File: config.mk
export PLATFORM = sky130hd
export DESIGN_NAME = regsel_decoder_multi_flat
export DESIGN_NICKNAME = d
export VERILOG_FILES = /design/src/rtl/regsel_decoder_multi_if.sv /design/src/rtl/regsel_decoder_multi.sv /design/src/flat_wrapper.sv
export SDC_FILE = /design/constraint.sdc
export NUM_CORES = 1
export LEC_CHECK = 0
export CORE_UTILIZATION = 30
export CTS_BUF_LIST = sky130_fd_sc_hd__clkbuf_4
export DETAILED_ROUTE_END_ITERATION = 12
export GPL_ROUTABILITY_DRIVEN = 1
export REMOVE_ABC_BUFFERS = 1
export SETUP_SLACK_MARGIN = 0.02
export SYNTH_ARGS = -nofsm -noshare
export SYNTH_HDL_FRONTEND = slang
export SYNTH_SLANG_ARGS = --single-unit
File: constraint.sdc
create_clock -name clk -period 2.05 [get_ports clk]
set_input_delay 0.41 -clock clk [delete_from_list [all_inputs] [get_ports clk]]
set_output_delay 0.41 -clock clk [all_outputs]
set_load 0.005 [all_outputs]
File: src/rtl/regsel_decoder_multi_if.sv
// Select/decode bus between the writeback stage and the register-file write-enable decoder.
// The master drives selects and control; the slave returns the registered decode results.
interface regsel_decoder_multi_if #(
    parameter int SEL_W     = 4,
    parameter int NUM_PORTS = 2,
    parameter int CNT_W     = 8
);
    logic                              stall;
    logic                              cnt_clr;
    logic [NUM_PORTS-1:0]              en;
    logic [NUM_PORTS*SEL_W-1:0]        sel;
    logic [NUM_PORTS*(2**SEL_W)-1:0]   dec_out;
    logic [2**SEL_W-1:0]               any_out;
    logic                              conflict;
    logic [CNT_W-1:0]                  conflict_cnt;

    modport master (
        output stall, cnt_clr, en, sel,
        input  dec_out, any_out, conflict, conflict_cnt
    );

    modport slave (
        input  stall, cnt_clr, en, sel,
        output dec_out, any_out, conflict, conflict_cnt
    );
endinterface

File: src/rtl/regsel_decoder_multi.sv
// Registered multi-port register-select decoder with lowest-index collision resolution,
// optional R0 masking and a saturating collision counter.
module regsel_decoder_multi #(
    parameter int SEL_W     = 4,
    parameter int NUM_PORTS = 2,
    parameter int ZERO_MASK = 1,
    parameter int CNT_W     = 8
) (
    input  logic                  clk,
    input  logic                  rst,
    regsel_decoder_multi_if.slave bus
);
    localparam int LINES = 2**SEL_W;

    logic [SEL_W-1:0]           sel_arr [NUM_PORTS];
    logic [NUM_PORTS-1:0]       hit;
    logic [NUM_PORTS-1:0]       win;
    logic [NUM_PORTS*LINES-1:0] dec_next, dec_reg;
    logic [LINES-1:0]           any_next, any_reg;
    logic                       conflict_next, conflict_reg;
    logic [CNT_W-1:0]           cnt_next, cnt_reg;

    generate
        for (genvar gi = 0; gi < NUM_PORTS; gi++) begin : g_port
            logic blocked;

            assign sel_arr[gi] = bus.sel[gi*SEL_W +: SEL_W];
            // A masked R0 select is not a hit, so it can neither win nor lose a collision.
            assign hit[gi] = bus.en[gi] && !((ZERO_MASK != 0) && (sel_arr[gi] == '0));

            always_comb begin
                blocked = 1'b0;
                for (int q = 0; q < gi; q++) begin
                    if (hit[q] && (sel_arr[q] == sel_arr[gi])) begin
                        blocked = 1'b1;
                    end
                end
            end

            assign win[gi] = hit[gi] && !blocked;
            assign dec_next[gi*LINES +: LINES] =
                win[gi] ? ({{(LINES-1){1'b0}}, 1'b1} << sel_arr[gi]) : '0;
        end
    endgenerate

    always_comb begin
        any_next = '0;
        for (int p = 0; p < NUM_PORTS; p++) begin
            any_next = any_next | dec_next[p*LINES +: LINES];
        end
    end

    assign conflict_next = |(hit & ~win);

    // Clear beats a same-cycle conflict; the count saturates instead of wrapping.
    always_comb begin
        cnt_next = cnt_reg;
        if (bus.cnt_clr) begin
            cnt_next = '0;
        end else if (conflict_next && (cnt_reg != {CNT_W{1'b1}})) begin
            cnt_next = cnt_reg + CNT_W'(1);
        end
    end

    always_ff @(posedge clk) begin
        if (rst) begin
            dec_reg      <= '0;
            any_reg      <= '0;
            conflict_reg <= 1'b0;
            cnt_reg      <= '0;
        end else if (!bus.stall) begin
            dec_reg      <= dec_next;
            any_reg      <= any_next;
            conflict_reg <= conflict_next;
            cnt_reg      <= cnt_next;
        end
    end

    assign bus.dec_out      = dec_reg;
    assign bus.any_out      = any_reg;
    assign bus.conflict     = conflict_reg;
    assign bus.conflict_cnt = cnt_reg;
endmodule

File: src/flat_wrapper.sv
// flat-port wrapper written by rule: the top's interface ports become plain ports
module regsel_decoder_multi_flat 
#(
    parameter int SEL_W     = 4,
    parameter int NUM_PORTS = 2,
    parameter int ZERO_MASK = 1,
    parameter int CNT_W     = 8
)
  (clk, rst, bus_stall, bus_cnt_clr, bus_en, bus_sel, bus_dec_out, bus_any_out, bus_conflict, bus_conflict_cnt);
  regsel_decoder_multi_if #(.SEL_W(SEL_W), .NUM_PORTS(NUM_PORTS), .CNT_W(CNT_W)) bus_i ();
  input  logic clk;
  input  logic rst;
  input wire logic [$bits(bus_i.stall)-1:0] bus_stall;
  input wire logic [$bits(bus_i.cnt_clr)-1:0] bus_cnt_clr;
  input wire logic [$bits(bus_i.en)-1:0] bus_en;
  input wire logic [$bits(bus_i.sel)-1:0] bus_sel;
  output wire logic [$bits(bus_i.dec_out)-1:0] bus_dec_out;
  output wire logic [$bits(bus_i.any_out)-1:0] bus_any_out;
  output wire logic [$bits(bus_i.conflict)-1:0] bus_conflict;
  output wire logic [$bits(bus_i.conflict_cnt)-1:0] bus_conflict_cnt;
  assign bus_i.stall = bus_stall;
  assign bus_i.cnt_clr = bus_cnt_clr;
  assign bus_i.en = bus_en;
  assign bus_i.sel = bus_sel;
  assign bus_dec_out = bus_i.dec_out;
  assign bus_any_out = bus_i.any_out;
  assign bus_conflict = bus_i.conflict;
  assign bus_conflict_cnt = bus_i.conflict_cnt;
  regsel_decoder_multi #(.SEL_W(SEL_W), .NUM_PORTS(NUM_PORTS), .ZERO_MASK(ZERO_MASK), .CNT_W(CNT_W)) u_core (.clk(clk), .rst(rst), .bus(bus_i));
endmodule
==> results.rst <==
.. list-table::
   :header-rows: 1

   * - Metric
     - Value
   * - Number of buffers added on ports
     - 70
   * - Clock Latency Late Sink
     - ~420 ps
   * - Fraction of the mapped netlist area in compound gates
     - 21.27%
   * - Endpoints failing hold
     - 0
   * - Launching point of the worst reg2reg path
     - u_core.bus.conflict_cnt[0]
   * - Number of cells on the worst hold path
     - 2
   * - Number of placed instances, taps included
     - 460
   * - Number of synthesis warnings
     - 0
   * - Largest family of logic cells by synthesized area
     - simple AND/OR/NAND/NOR gates
   * - Nets
     - 384
   * - FF+latch count, synth
     - 57
   * - Portion of synthesized cell area occupied by the leading cell type
     - 48.03%
   * - Remaining design rule violation count
     - 0
   * - I/O pin total
     - 71
   * - Category of cells accounting for the largest share of critical-path delay
     - simple AND/OR/NAND/NOR gates
   * - Endpoint of the worst register-to-register path
     - u_core.bus.conflict_cnt[1]
   * - Path depth of the worst reg2reg path
     - 6
   * - Post-synthesis cell count
     - 269
   * - Count of unique library cells instantiated by Yosys
     - 43
   * - Number of standard-cell rows in the floorplan
     - 32
   * - Crit-path cells
     - clkdlybuf4s50_1, nor4_2, nor2_1, and2_4, or4b_1, a21oi_1
   * - Part of the Yosys area used for sequential elements
     - 48.03%
   * - Peak per-stage delay on the critical path
     - approximately 570 ps
   * - Number of antenna cells inserted
     - 0
   * - Cell leakage power
     - 0.001237 uW
   * - Average cell area after synthesis
     - 8.833 um^2
   * - Top cells by area in the synthesized netlist
     - sky130_fd_sc_hd__dfxtp_1, sky130_fd_sc_hd__a21oi_1, sky130_fd_sc_hd__nand2_1
   * - DR iter-0 viols
     - between 100 and 150
   * - Peak clock frequency supported by timing
     - 0.5077 GHz
   * - Routed vias/inst
     - 4.825
   * - Internal reg-to-reg setup slack
     - 290 ps
   * - Worst Path Buf+Inv
     - 1
   * - Largest fanout on the critical path
     - 5
   * - Total routing resource utilization after global routing
     - 16.63%
   * - Slowest-stage cell, CP
     - sky130_fd_sc_hd__or4b_1
   * - Share of post-route cells with drive strength above 1
     - 16.35%
   * - Number of failing setup endpoints in the final timing report
     - 0
   * - Worst Hold Path EP
     - u_core.bus.dec_out[17]
   * - XOR/XNOR Fraction of Synth Area
     - 1.474%
   * - Actual transition at the worst max-transition pin
     - 452.1 ps
   * - Number of flops mapped to enable cells by yosys
     - 0
   * - Chip Height
     - 91.00 um
   * - Cts-stage hold buffer count
     - 0
   * - Area of the die
     - 0.008280 mm^2
   * - Worst path required time
     - around 2400 ps
   * - Largest voltage drop on the vdd net
     - 311.6 uV
   * - Effective utilization at floorplan
     - 30.91%
   * - Detailed Routing Iterations Pass 1
     - 4
   * - Critical Path Source Type
     - primary input
   * - Area share of fa/ha/maj cells after synthesis
     - 0.5266%
   * - Max Root-Sink Buffers
     - 2
   * - Classification of the worst-slack hold path
     - reg2reg
   * - CTS H-Tree Depth
     - 3
   * - Area used by multi-input combinational logic
     - 0.001159 mm^2
   * - Post-synthesis mux area share
     - 0.4213%
   * - Maximum number of pins on one net before global-route repair
     - 23
   * - Result of the run
     - completed
   * - Via count
     - 2292
   * - Max-slew violations
     - 0
   * - Max FFs per register
     - 32
   * - Via count of the first global-routing pass
     - 2191
   * - Simple-Gate Fraction of Synth Area
     - around a quarter
   * - Main flop type after synthesis
     - sky130_fd_sc_hd__dfxtp_1
   * - Wire length per cell after detailed routing
     - 13.54 um
   * - Clock Tree Root
     - sky130_fd_sc_hd__clkbuf_4
   * - Initial antenna violation count
     - 0
   * - Wire length reported by the detailed router
     - 6.433 mm
   * - Clock tree from TritonCTS
     - done
   * - Power per cell area
     - 570.9 mW/mm^2
   * - Origin of the worst min-delay path
     - u_core.bus.dec_out[17]
   * - Post-route non-filler standard cell count
     - 475
   * - Count of filler cells inserted in the layout
     - 778
   * - Layout Skew
     - 3.380 ps
   * - Fraction of the cycle the final worst path needs
     - between 90% and 100%
   * - Seq. cell area
     - 0.001141 mm^2
   * - Arrival time worst endpoint
     - 2320 ps
   * - Worst-case headroom to the max-slew limit
     - about 70%
   * - Total power consumption of the routed design
     - 2005 uW
   * - # clock sinks
     - 57
   * - Syn-to-layout area delta
     - 47.81%
   * - Area of the core
     - 0.007687 mm^2
   * - Reported max-cap violation count
     - 0
   * - Width of the chip
     - 91.00 um
   * - RSZ-0062 raised after global routing
     - true
   * - Dominant cell type by area after synthesis
     - sky130_fd_sc_hd__dfxtp_1
   * - Grt ovf
     - 0
   * - Total standard cell area after synthesis
     - 0.002376 mm^2
   * - Post-DP HPWL
     - 4.810 mm
   * - Number of nets with antenna violations after detailed routing
     - 0
   * - Wire length of the first global-routing pass
     - 10.80 mm
   * - Number of buffers inserted during clock tree synthesis
     - 9
   * - Post-layout minimum cycle time
     - approximately 2000 ps
   * - Asr flop ratio synth
     - 0%
   * - Crit path capture type
     - flop
   * - Clock transition time at the flip-flop clock pins of the worst setup and hold paths
     - 90 ps
   * - Routability Congestion
     - around 0.83
   * - Type of the worst setup path
     - in2reg
-- power breakdown --
group | total (uW) | switching, uW | internal, uW
clock | 665 | 421 | 244
sequential | 1120 | 5.60 | 1120
combinational | 219 | 112 | 106
total | 2000 | 539 | 1470
-- cell type report --
class                      count  area share, %
timing repair buffer         106          27.65
inverter                       4         0.4275
sequential                    57          32.49
tap                          102          3.634
multi-input combinational    191          32.99
clock buffer                  10          2.138
clock inverter                 5         0.6769
-- cells in the mapped netlist, types with 3 or more instances --
cell type,number
sky130_fd_sc_hd__dfxtp_1,57
sky130_fd_sc_hd__nand2_1,32
sky130_fd_sc_hd__a21oi_1,24
sky130_fd_sc_hd__o21ai_0,14
sky130_fd_sc_hd__nor2_1,13
sky130_fd_sc_hd__a22o_1,11
sky130_fd_sc_hd__a22oi_1,11
sky130_fd_sc_hd__clkbuf_1,10
sky130_fd_sc_hd__nor2b_1,10
sky130_fd_sc_hd__nor3_1,7
sky130_fd_sc_hd__o22ai_1,7
sky130_fd_sc_hd__nand2b_1,6
sky130_fd_sc_hd__nand3_1,6
sky130_fd_sc_hd__nor4_1,6
sky130_fd_sc_hd__and2_1,5
sky130_fd_sc_hd__or4_1,5
sky130_fd_sc_hd__buf_2,4
sky130_fd_sc_hd__inv_1,4
sky130_fd_sc_hd__nand4_1,4
sky130_fd_sc_hd__and3_1,3
sky130_fd_sc_hd__xnor2_1,3
-- worst min-delay path, cell delays in order (launching register included) --
cell,delay [ps]
sky130_fd_sc_hd__dfxtp_1,340
sky130_fd_sc_hd__nand2_1,40
sky130_fd_sc_hd__o21ai_0,50
-- through the flow --
step | hold WS [ps] | TNS, ps | cell area [um^2] | utilization [%] | setup slack (ps)
6_report | 464.5 | 0 | 3512 | 45.69 | 80.48
5_1_grt | 498.7 | 0 | 3512 | 45.69 | 17.84
4_1_cts | 471.2 | 0 | 3492 | 45.43 | 39.79
3_5_place_dp | 443.6 | -5450 | 3393 | 44.14 | -413.9
3_3_place_gp | 443.1 | -4561 | 3393 | 44.14 | -363.8
2_1_floorplan | 448.7 | 0 | 2292 | - | 148.2
-- timing repair --
| item | 4_1_cts | 5_1_grt |
|---|---|---|
| setup endpoints to repair | 0 | 7 |
| hold endpoints to repair | 0 | 0 |
| resized for setup | 0 | 4 |
| buffers inserted | 0 | 0 |
-- how the worst max path moves through the flow --
stage	from	end	slack (ps)	depth (start not counted)
after floorplan	bus_stall	u_core.bus.conflict_cnt[3]	150	3
after global placement	bus_sel[2]	u_core.bus.conflict_cnt[5]	-360	6
after detailed placement	bus_sel[2]	u_core.bus.conflict_cnt[5]	-410	6
after CTS	bus_sel[2]	u_core.bus.conflict_cnt[5]	40	6
after global routing	bus_sel[2]	u_core.bus.dec_out[31]	20	6
final	bus_sel[2]	u_core.bus.dec_out[31]	80	6
-- cell usage in the layout (no fill, tap or decap), types with 2 or more instances in the layout --
master,n
sky130_fd_sc_hd__buf_4,36
sky130_fd_sc_hd__o22ai_1,7
sky130_fd_sc_hd__inv_1,4
sky130_fd_sc_hd__clkinv_2,4
sky130_fd_sc_hd__a32o_1,2
sky130_fd_sc_hd__a21oi_1,24
sky130_fd_sc_hd__nor3_1,6
sky130_fd_sc_hd__nand4_1,4
sky130_fd_sc_hd__nand3_1,6
sky130_fd_sc_hd__and3_1,3
sky130_fd_sc_hd__o21ai_0,14
sky130_fd_sc_hd__nand2_1,31
sky130_fd_sc_hd__nand2b_1,6
sky130_fd_sc_hd__xnor2_1,3
sky130_fd_sc_hd__o21a_1,2
sky130_fd_sc_hd__nor4_1,4
sky130_fd_sc_hd__a22oi_1,11
sky130_fd_sc_hd__nor3b_1,2
sky130_fd_sc_hd__a22o_1,11
sky130_fd_sc_hd__clkbuf_4,10
sky130_fd_sc_hd__nor2b_1,9
sky130_fd_sc_hd__dfxtp_1,57
sky130_fd_sc_hd__nor2_1,13
sky130_fd_sc_hd__nor4_2,3
sky130_fd_sc_hd__clkdlybuf4s50_1,70
sky130_fd_sc_hd__or2_2,2
sky130_fd_sc_hd__or4_1,5
sky130_fd_sc_hd__and2_1,5
-- kinds of logic after synthesis --
family | Yosys count
buffers and inverters | 21
muxes | 1
xor gates and xnor gates | 4
adders and majority gates | 1
DFF | 57
and+or+nand+nor | 108
AOI/OAI and AO/OA | 77
-- routing by layer --
layer | GRT usage, % | up-vias | share of wire, %
met4 | 8.730 | 0 | 2.5
li1 | - | 1182 | -
met3 | 4.858 | 14 | 6.2
met5 | 0 | - | 0
met2 | 24.62 | 69 | 44
met1 | 21.79 | 1027 | 48
(Power assumes the default switching activity.)
